**config.mk**
```make
export PLATFORM = sky130hd
export DESIGN_NAME = nmr_bstrm_simp_rec
export DESIGN_NICKNAME = d
export VERILOG_FILES = /design/src/rtl/nmr_bstrm_pkg.sv /design/src/rtl/nmr_sync2.sv /design/src/rtl/nmr_bstrm_simp_rec.sv
export SDC_FILE = /design/constraint.sdc
export NUM_CORES = 1
export LEC_CHECK = 0
export BUFFER_PORTS_ARGS = -buffer_cell sky130_fd_sc_hd__buf_2
export CORE_MARGIN = 2
export CORE_UTILIZATION = 35
export CTS_CLUSTER_SIZE = 30
export DETAILED_ROUTE_END_ITERATION = 12
export PLACE_DENSITY = 0.61
export SETUP_SLACK_MARGIN = 0.5
export SLEW_MARGIN = 0
export SYNTH_ARGS = -nofsm -noshare
export SYNTH_HDL_FRONTEND = slang
export SYNTH_SLANG_ARGS = --single-unit
export TNS_END_PERCENT = 1
```
**constraint.sdc**
```tcl
create_clock -name CLK -period 2.1 [get_ports CLK]
set_input_delay 0.105 -clock CLK [delete_from_list [all_inputs] [get_ports CLK]]
set_output_delay 0.105 -clock CLK [all_outputs]
set_load 0.01 [all_outputs]
```
**src/rtl/nmr_bstrm_pkg.sv**
```systemverilog
// Shared definitions for the bitstream command word: field positions, the
// recorder state encoding and the word packer used by encoder and decoder.
package nmr_bstrm_pkg;

  localparam int WORD_W   = 32;
  localparam int POL_BIT  = 31;
  localparam int END_BIT  = 30;
  localparam int LSTA_BIT = 29;
  localparam int LSTO_BIT = 28;
  localparam int MUX_HI   = 27;
  localparam int MUX_LO   = 24;
  localparam int DATA_HI  = 23;

  typedef enum logic [2:0] {
    ST_IDLE,
    ST_ARM,
    ST_RUN,
    ST_FLUSH,
    ST_TERM
  } state_e;

  // Assemble one command word; loop markers are never produced by the recorder.
  function automatic logic [WORD_W-1:0] pack_word(
    input logic                    pol,
    input logic                    seq_end,
    input logic [MUX_HI-MUX_LO:0]  mux,
    input logic [DATA_HI:0]        len
  );
    logic [WORD_W-1:0] w;
    w                = '0;
    w[POL_BIT]       = pol;
    w[END_BIT]       = seq_end;
    w[LSTA_BIT]      = 1'b0;
    w[LSTO_BIT]      = 1'b0;
    w[MUX_HI:MUX_LO] = mux;
    w[DATA_HI:0]     = len;
    return w;
  endfunction

endpackage

```
**src/rtl/nmr_sync2.sv**
```systemverilog
// Two-flop synchronizer for a single asynchronous line.
module nmr_sync2 (
  input  logic clk_i,
  input  logic rst_ni,
  input  logic d_i,
  output logic q_o
);

  logic meta_q;
  logic sync_q;

  // Shift the raw line through two flops to settle metastability.
  always_ff @(posedge clk_i or negedge rst_ni) begin
    if (!rst_ni) begin
      meta_q <= 1'b0;
      sync_q <= 1'b0;
    end else begin
      meta_q <= d_i;
      sync_q <= meta_q;
    end
  end

  assign q_o = sync_q;

endmodule

```
**src/rtl/nmr_bstrm_simp_rec.sv**
```systemverilog
// Bitstream recorder: run-length encodes a synchronized digital line into
// sequential command words on a RAM write port, ending with a terminator.
module nmr_bstrm_simp_rec
  import nmr_bstrm_pkg::*;
#(
  parameter int SRAM_ADDR_WIDTH = 8,
  parameter int SRAM_DAT_WIDTH  = 32,
  parameter int DATA_WIDTH      = 24,
  parameter int LEN_OFFSET      = 0
) (
  input  logic                       CLK,
  input  logic                       RST_N,
  input  logic                       START,
  input  logic                       STOP,
  input  logic                       IN,
  input  logic [3:0]                 MUX_SEL,
  output logic                       DONE,
  output logic                       BUSY,
  output logic                       OVERFLOW,
  output logic [SRAM_ADDR_WIDTH:0]   WORD_CNT,
  output logic [SRAM_ADDR_WIDTH-1:0] SRAM_ADDR,
  output logic [SRAM_DAT_WIDTH-1:0]  SRAM_WR_DAT,
  output logic                       SRAM_WE
);

  localparam int LEN_W = DATA_HI + 1;
  // Highest address a run word may use; the one above it holds the terminator.
  localparam logic [SRAM_ADDR_WIDTH-1:0] LAST_RUN_ADDR =
    {{(SRAM_ADDR_WIDTH-1){1'b1}}, 1'b0};
  localparam logic [DATA_WIDTH-1:0] CNT_MAX = {DATA_WIDTH{1'b1}};

  state_e                     state_q;
  logic                       lvl_q;
  logic [DATA_WIDTH-1:0]      cnt_q;
  logic [SRAM_ADDR_WIDTH-1:0] ptr_q;
  logic                       we_q;
  logic [SRAM_ADDR_WIDTH-1:0] addr_q;
  logic [SRAM_DAT_WIDTH-1:0]  dat_q;
  logic                       done_q;
  logic                       busy_q;
  logic                       ovf_q;
  logic [SRAM_ADDR_WIDTH:0]   wcnt_q;

  logic                       in_s;
  logic                       take_d;
  logic [SRAM_DAT_WIDTH-1:0]  run_word_d;
  logic [SRAM_DAT_WIDTH-1:0]  term_word_d;
  logic [SRAM_ADDR_WIDTH:0]   wcnt_d;

  // Measured run minus playback overhead, never below one clock.
  function automatic logic [DATA_WIDTH-1:0] run_len(input logic [DATA_WIDTH-1:0] c);
    if (int'({1'b0, c}) > LEN_OFFSET) begin
      return c - DATA_WIDTH'(LEN_OFFSET);
    end
    return DATA_WIDTH'(1);
  endfunction

  nmr_sync2 u_sync (
    .clk_i  (CLK),
    .rst_ni (RST_N),
    .d_i    (IN),
    .q_o    (in_s)
  );

  // Word images and the "close the current run" decision for this cycle.
  always_comb begin
    take_d      = (in_s != lvl_q) || (cnt_q == CNT_MAX);
    run_word_d  = SRAM_DAT_WIDTH'(pack_word(lvl_q, 1'b0, MUX_SEL, LEN_W'(run_len(cnt_q))));
    term_word_d = SRAM_DAT_WIDTH'(pack_word(lvl_q, 1'b1, 4'd0, '0));
    wcnt_d      = {1'b0, ptr_q} + (SRAM_ADDR_WIDTH+1)'(1);
  end

  // Recorder FSM with registered write port and status outputs.
  always_ff @(posedge CLK or negedge RST_N) begin
    if (!RST_N) begin
      state_q <= ST_IDLE;
      lvl_q   <= 1'b0;
      cnt_q   <= '0;
      ptr_q   <= '0;
      we_q    <= 1'b0;
      addr_q  <= '0;
      dat_q   <= '0;
      done_q  <= 1'b1;
      busy_q  <= 1'b0;
      ovf_q   <= 1'b0;
      wcnt_q  <= '0;
    end else begin
      we_q <= 1'b0;
      case (state_q)
        ST_IDLE: begin
          if (START) begin
            state_q <= ST_ARM;
            done_q  <= 1'b0;
            busy_q  <= 1'b1;
            ptr_q   <= '0;
            ovf_q   <= 1'b0;
          end
        end
        ST_ARM: begin
          lvl_q   <= in_s;
          cnt_q   <= DATA_WIDTH'(1);
          state_q <= ST_RUN;
        end
        ST_RUN: begin
          if (STOP) begin
            // The sample seen with STOP is dropped, even if it is an edge.
            state_q <= ST_FLUSH;
          end else if (take_d) begin
            // An edge or a saturated counter closes the run; the current
            // sample opens the next one (same polarity when saturating).
            we_q   <= 1'b1;
            addr_q <= ptr_q;
            dat_q  <= run_word_d;
            ptr_q  <= ptr_q + SRAM_ADDR_WIDTH'(1);
            lvl_q  <= in_s;
            cnt_q  <= DATA_WIDTH'(1);
            if (ptr_q == LAST_RUN_ADDR) begin
              ovf_q   <= 1'b1;
              state_q <= ST_TERM;
            end
          end else begin
            cnt_q <= cnt_q + DATA_WIDTH'(1);
          end
        end
        ST_FLUSH: begin
          we_q    <= 1'b1;
          addr_q  <= ptr_q;
          dat_q   <= run_word_d;
          ptr_q   <= ptr_q + SRAM_ADDR_WIDTH'(1);
          state_q <= ST_TERM;
        end
        ST_TERM: begin
          we_q    <= 1'b1;
          addr_q  <= ptr_q;
          dat_q   <= term_word_d;
          wcnt_q  <= wcnt_d;
          done_q  <= 1'b1;
          busy_q  <= 1'b0;
          state_q <= ST_IDLE;
        end
        default: state_q <= ST_IDLE;
      endcase
    end
  end

  assign DONE        = done_q;
  assign BUSY        = busy_q;
  assign OVERFLOW    = ovf_q;
  assign WORD_CNT    = wcnt_q;
  assign SRAM_ADDR   = addr_q;
  assign SRAM_WR_DAT = dat_q;
  assign SRAM_WE     = we_q;

endmodule

```
==> summary.md <==
| Metric | Value |
|---|---|
| CP peak stage delay | `0.43 ns` |
| TritonCTS buffer count | `9` |
| Slew @ Worst Pin | `0.560 ns` |
| Port Buffer Count | `59` |
| Hold WC Path Type | `input port to register` |
| Final worst slack | `0.205 ns` |
| Final Instance Area | `5130 um2` |
| Vias | `3192` |
| Largest net degree at the start of global routing | `53` |
| Achievable Freq | `0.528 GHz` |
| Fin crit period | `1.90 ns` |
| P per Cell Area | `1170 nW/um2` |
| Drt total wl | `9270 um` |
| Synth unique cells | `44` |
| Initial DRC Count | `153` |
| Most frequent cells in the layout | `88 x dfrtp_1, 83 x nand2_1, 58 x buf_2` |
| Post-synth EDFFs | `0` |
| CTS Sinks | `89` |
| Initial antenna violation count | `0` |
| Clk pin slew, worst setup/hold paths | `0.06 ns` |
| GP Congestion | `0.856` |
| Pre-CTS setup slack | `0.0878 ns` |
| Delay-heaviest family, CP | `compound AO/OA/AOI/OAI gates` |
| Max Slew Vio Count | `0` |
| DRC Markers | `0` |
| Critical path buffer and inverter count | `1` |
| Sequential element share of the synthesized area | `55.4%` |
| Die H | `111 um` |
| Total gr overflow | `0` |
| Avg Vias per Cell | `4.96` |
| RSZ-0062 raised after global routing | `true` |
| Synthesis Warnings | `0` |
| CTS H-tree lvls | `3` |
| Ys async rst share | `100%` |
| Req. time, crit path | `2.32 ns` |
| Antenna diodes | `0` |
| Tcrit/Tclk final | `90.2%` |
| Share of cells above drive strength 1 | `26.1%` |
| CP Capture Type | `register` |
| Chip width | `111 um` |
| Crit Path Class | `register to register` |
| FF+latch count, synth | `89` |
| Hpwl dp | `6420 um` |
| Nets | `509` |
| Clk_skew | `0.00543 ns` |
| First-pass GRT wire length | `15600 um` |
| Post-route ant nets | `0` |
| Status | `finished, final reports clean` |
| Final total power | `6.01 mW` |
| TritonRoute pass-1 iters | `4` |
| Vias in the first global route | `3123` |
| Root Buffer Master | `clkbuf_16` |
| Slowest-stage cell, CP | `or3b_4` |
| Fin Setup TNS | `0 ns` |
| Pleak | `2.44 nW` |
| Post-Syn Area | `4030 um2` |
| CP Launch Type | `register` |
| Post-DP Area | `4650 um2` |
| Fillers | `1113` |
| Area growth from synthesis to layout | `27.4%` |
| Critical path fanouts, max | `5` |
| Post-synthesis area per instance | `9.70 um2` |
| # IOs | `62` |
| Row count | `39` |
| Critical path arrival | `2.12 ns` |
| Clock buffer depth | `2` |
| Fin. Hold Viols | `0` |
| Total GRT Usage | `15.5%` |
| Final hold slack | `0.0161 ns` |
| Commonest non-fill, non-tap cell in the layout | `dfrtp_1` |
| TritonCTS clock tree | `built` |
| Clk_lat worst skew | `0.34 ns` |
| Maximum VDD drop | `0.472 mV` |
| Final setup viols | `0` |
| Post-Syn Instances | `415` |
| Max_slew headroom | `62.6%` |
| Initial Util | `35.6%` |
| Wirelength per Cell | `14.4 um` |
| Crit path cell chain | `or3b_4 > a2111oi_4 > nand4_2 > buf_4 > o21ai_0 > a21oi_2` |
| Synth Flop Type | `dfrtp_1` |
| Max Cap Violations | `0` |
| Die ar. | `12400 um2` |
| Core area | `11300 um2` |
==> registers in the layout, summed over array words and instances (netlist names) <==
register / cells
u_sync.meta_q: 1
cnt_q: 24
ptr_q: 8
BUSY: 1
SRAM_WE: 1
u_sync.q_o: 1
SRAM_ADDR: 8
DONE: 1
OVERFLOW: 1
lvl_q: 1
WORD_CNT: 9
SRAM_WR_DAT: 30
state_q: 3
==> cell usage after synthesis, types with 3 or more instances <==
master,instances,share of area [%]
inv_1,8,0.75
nand3_1,11,1.4
or3_1,3,0.47
a2bb2oi_1,3,0.65
ha_1,4,1.2
xor2_1,19,4.1
nor2_1,34,3.2
nand2_1,83,7.7
a21oi_1,17,2.1
clkbuf_1,18,1.7
a21boi_0,3,0.56
and3_1,3,0.47
dfrtp_1,88,55
xnor2_1,8,1.7
nor3_1,5,0.62
nor4_1,5,0.78
and4_1,4,0.87
mux2_2,7,2.0
nand2b_1,3,0.47
a31oi_1,3,0.47
buf_2,4,0.50
o21ai_0,42,5.2
nand4_1,15,2.3
==> repair_timing <==
action,CTS,global route
endpoints found under the setup margin,77,84
hold endpoints to repair,41,0
setup buffers,3,0
hold buffers,2,0
pin swaps,6,2
cloned,1,1
resized for setup,8,6
==> final timing paths <==
path / from / end / slack [ns] / depth (start not counted)
min: MUX_SEL[3] / SRAM_WR_DAT[27] / 0.02 / 3
max reg2reg: state_q[1] / cnt_q[21] / 0.20 / 6
max: state_q[1] / cnt_q[21] / 0.20 / 6
max in group asynchronous: RST_N / cnt_q[13] / 1.16 / 3
min reg2reg: u_sync.meta_q / u_sync.q_o / 0.35 / 0
min in group asynchronous: RST_N / WORD_CNT[0] / 0.29 / 2
==> power by group <==
part | internal [mW] | switching, mW
registers | 1.99 | 0.202
clock network | 1.16 | 0.666
logic | 0.818 | 1.18
==> worst reg2reg max path, stage by stage (launching register included) <==
cell	delay, ns
dfrtp_1	0.39
or3b_4	0.43
a2111oi_4	0.38
nand4_2	0.16
buf_4	0.17
o21ai_0	0.19
a21oi_2	0.07
==> per-stage QoR <==
step | util, % | cells
final | 45.3 | 644
after global routing | 45.3 | 644
after CTS | 44.8 | 643
after floorplan | - | 416
after global placement | 41.1 | 621
after detailed placement | 41.1 | 621
==> final cells by class <==
| cell class | instances | area (um2) | area share (%) |
|---|---|---|---|
| clock buffers | 9 | 225 | 4.39 |
| multi-input cells | 294 | 1720 | 33.4 |
| inverters | 8 | 30.0 | 0.586 |
| clock inverters | 7 | 119 | 2.32 |
| repair buffers | 94 | 632 | 12.3 |
| flip-flops and latches | 89 | 2230 | 43.4 |
| well taps | 143 | 179 | 3.49 |
==> kinds of logic (layout without fill, tap and decap cells) <==
logic type | Yosys count | count (layout) | synth area share [%]
AO/OA/AOI/OAI | 76 | 76 | 11.2
other | 1 | 2 | 0.0932
AND/OR/NAND/NOR | 178 | 178 | 20.7
flip-flops | 89 | 89 | 55.4
multiplexers | 7 | 7 | 1.96
adder cells (fa/ha/maj) | 4 | 4 | 1.24
buffers and inverters | 33 | 118 | 3.57
XOR/XNOR | 27 | 27 | 5.88
==> metal layers <==
metal	track usage [%]	up-vias	routed length [um]
met2	23.5	57	4290
met4	5.60	0	127
met5	0	-	0
met1	21.8	1546	4500
li1	-	1579	-
met3	3.39	10	345
Note: power is estimated with default switching activity, not from simulation.
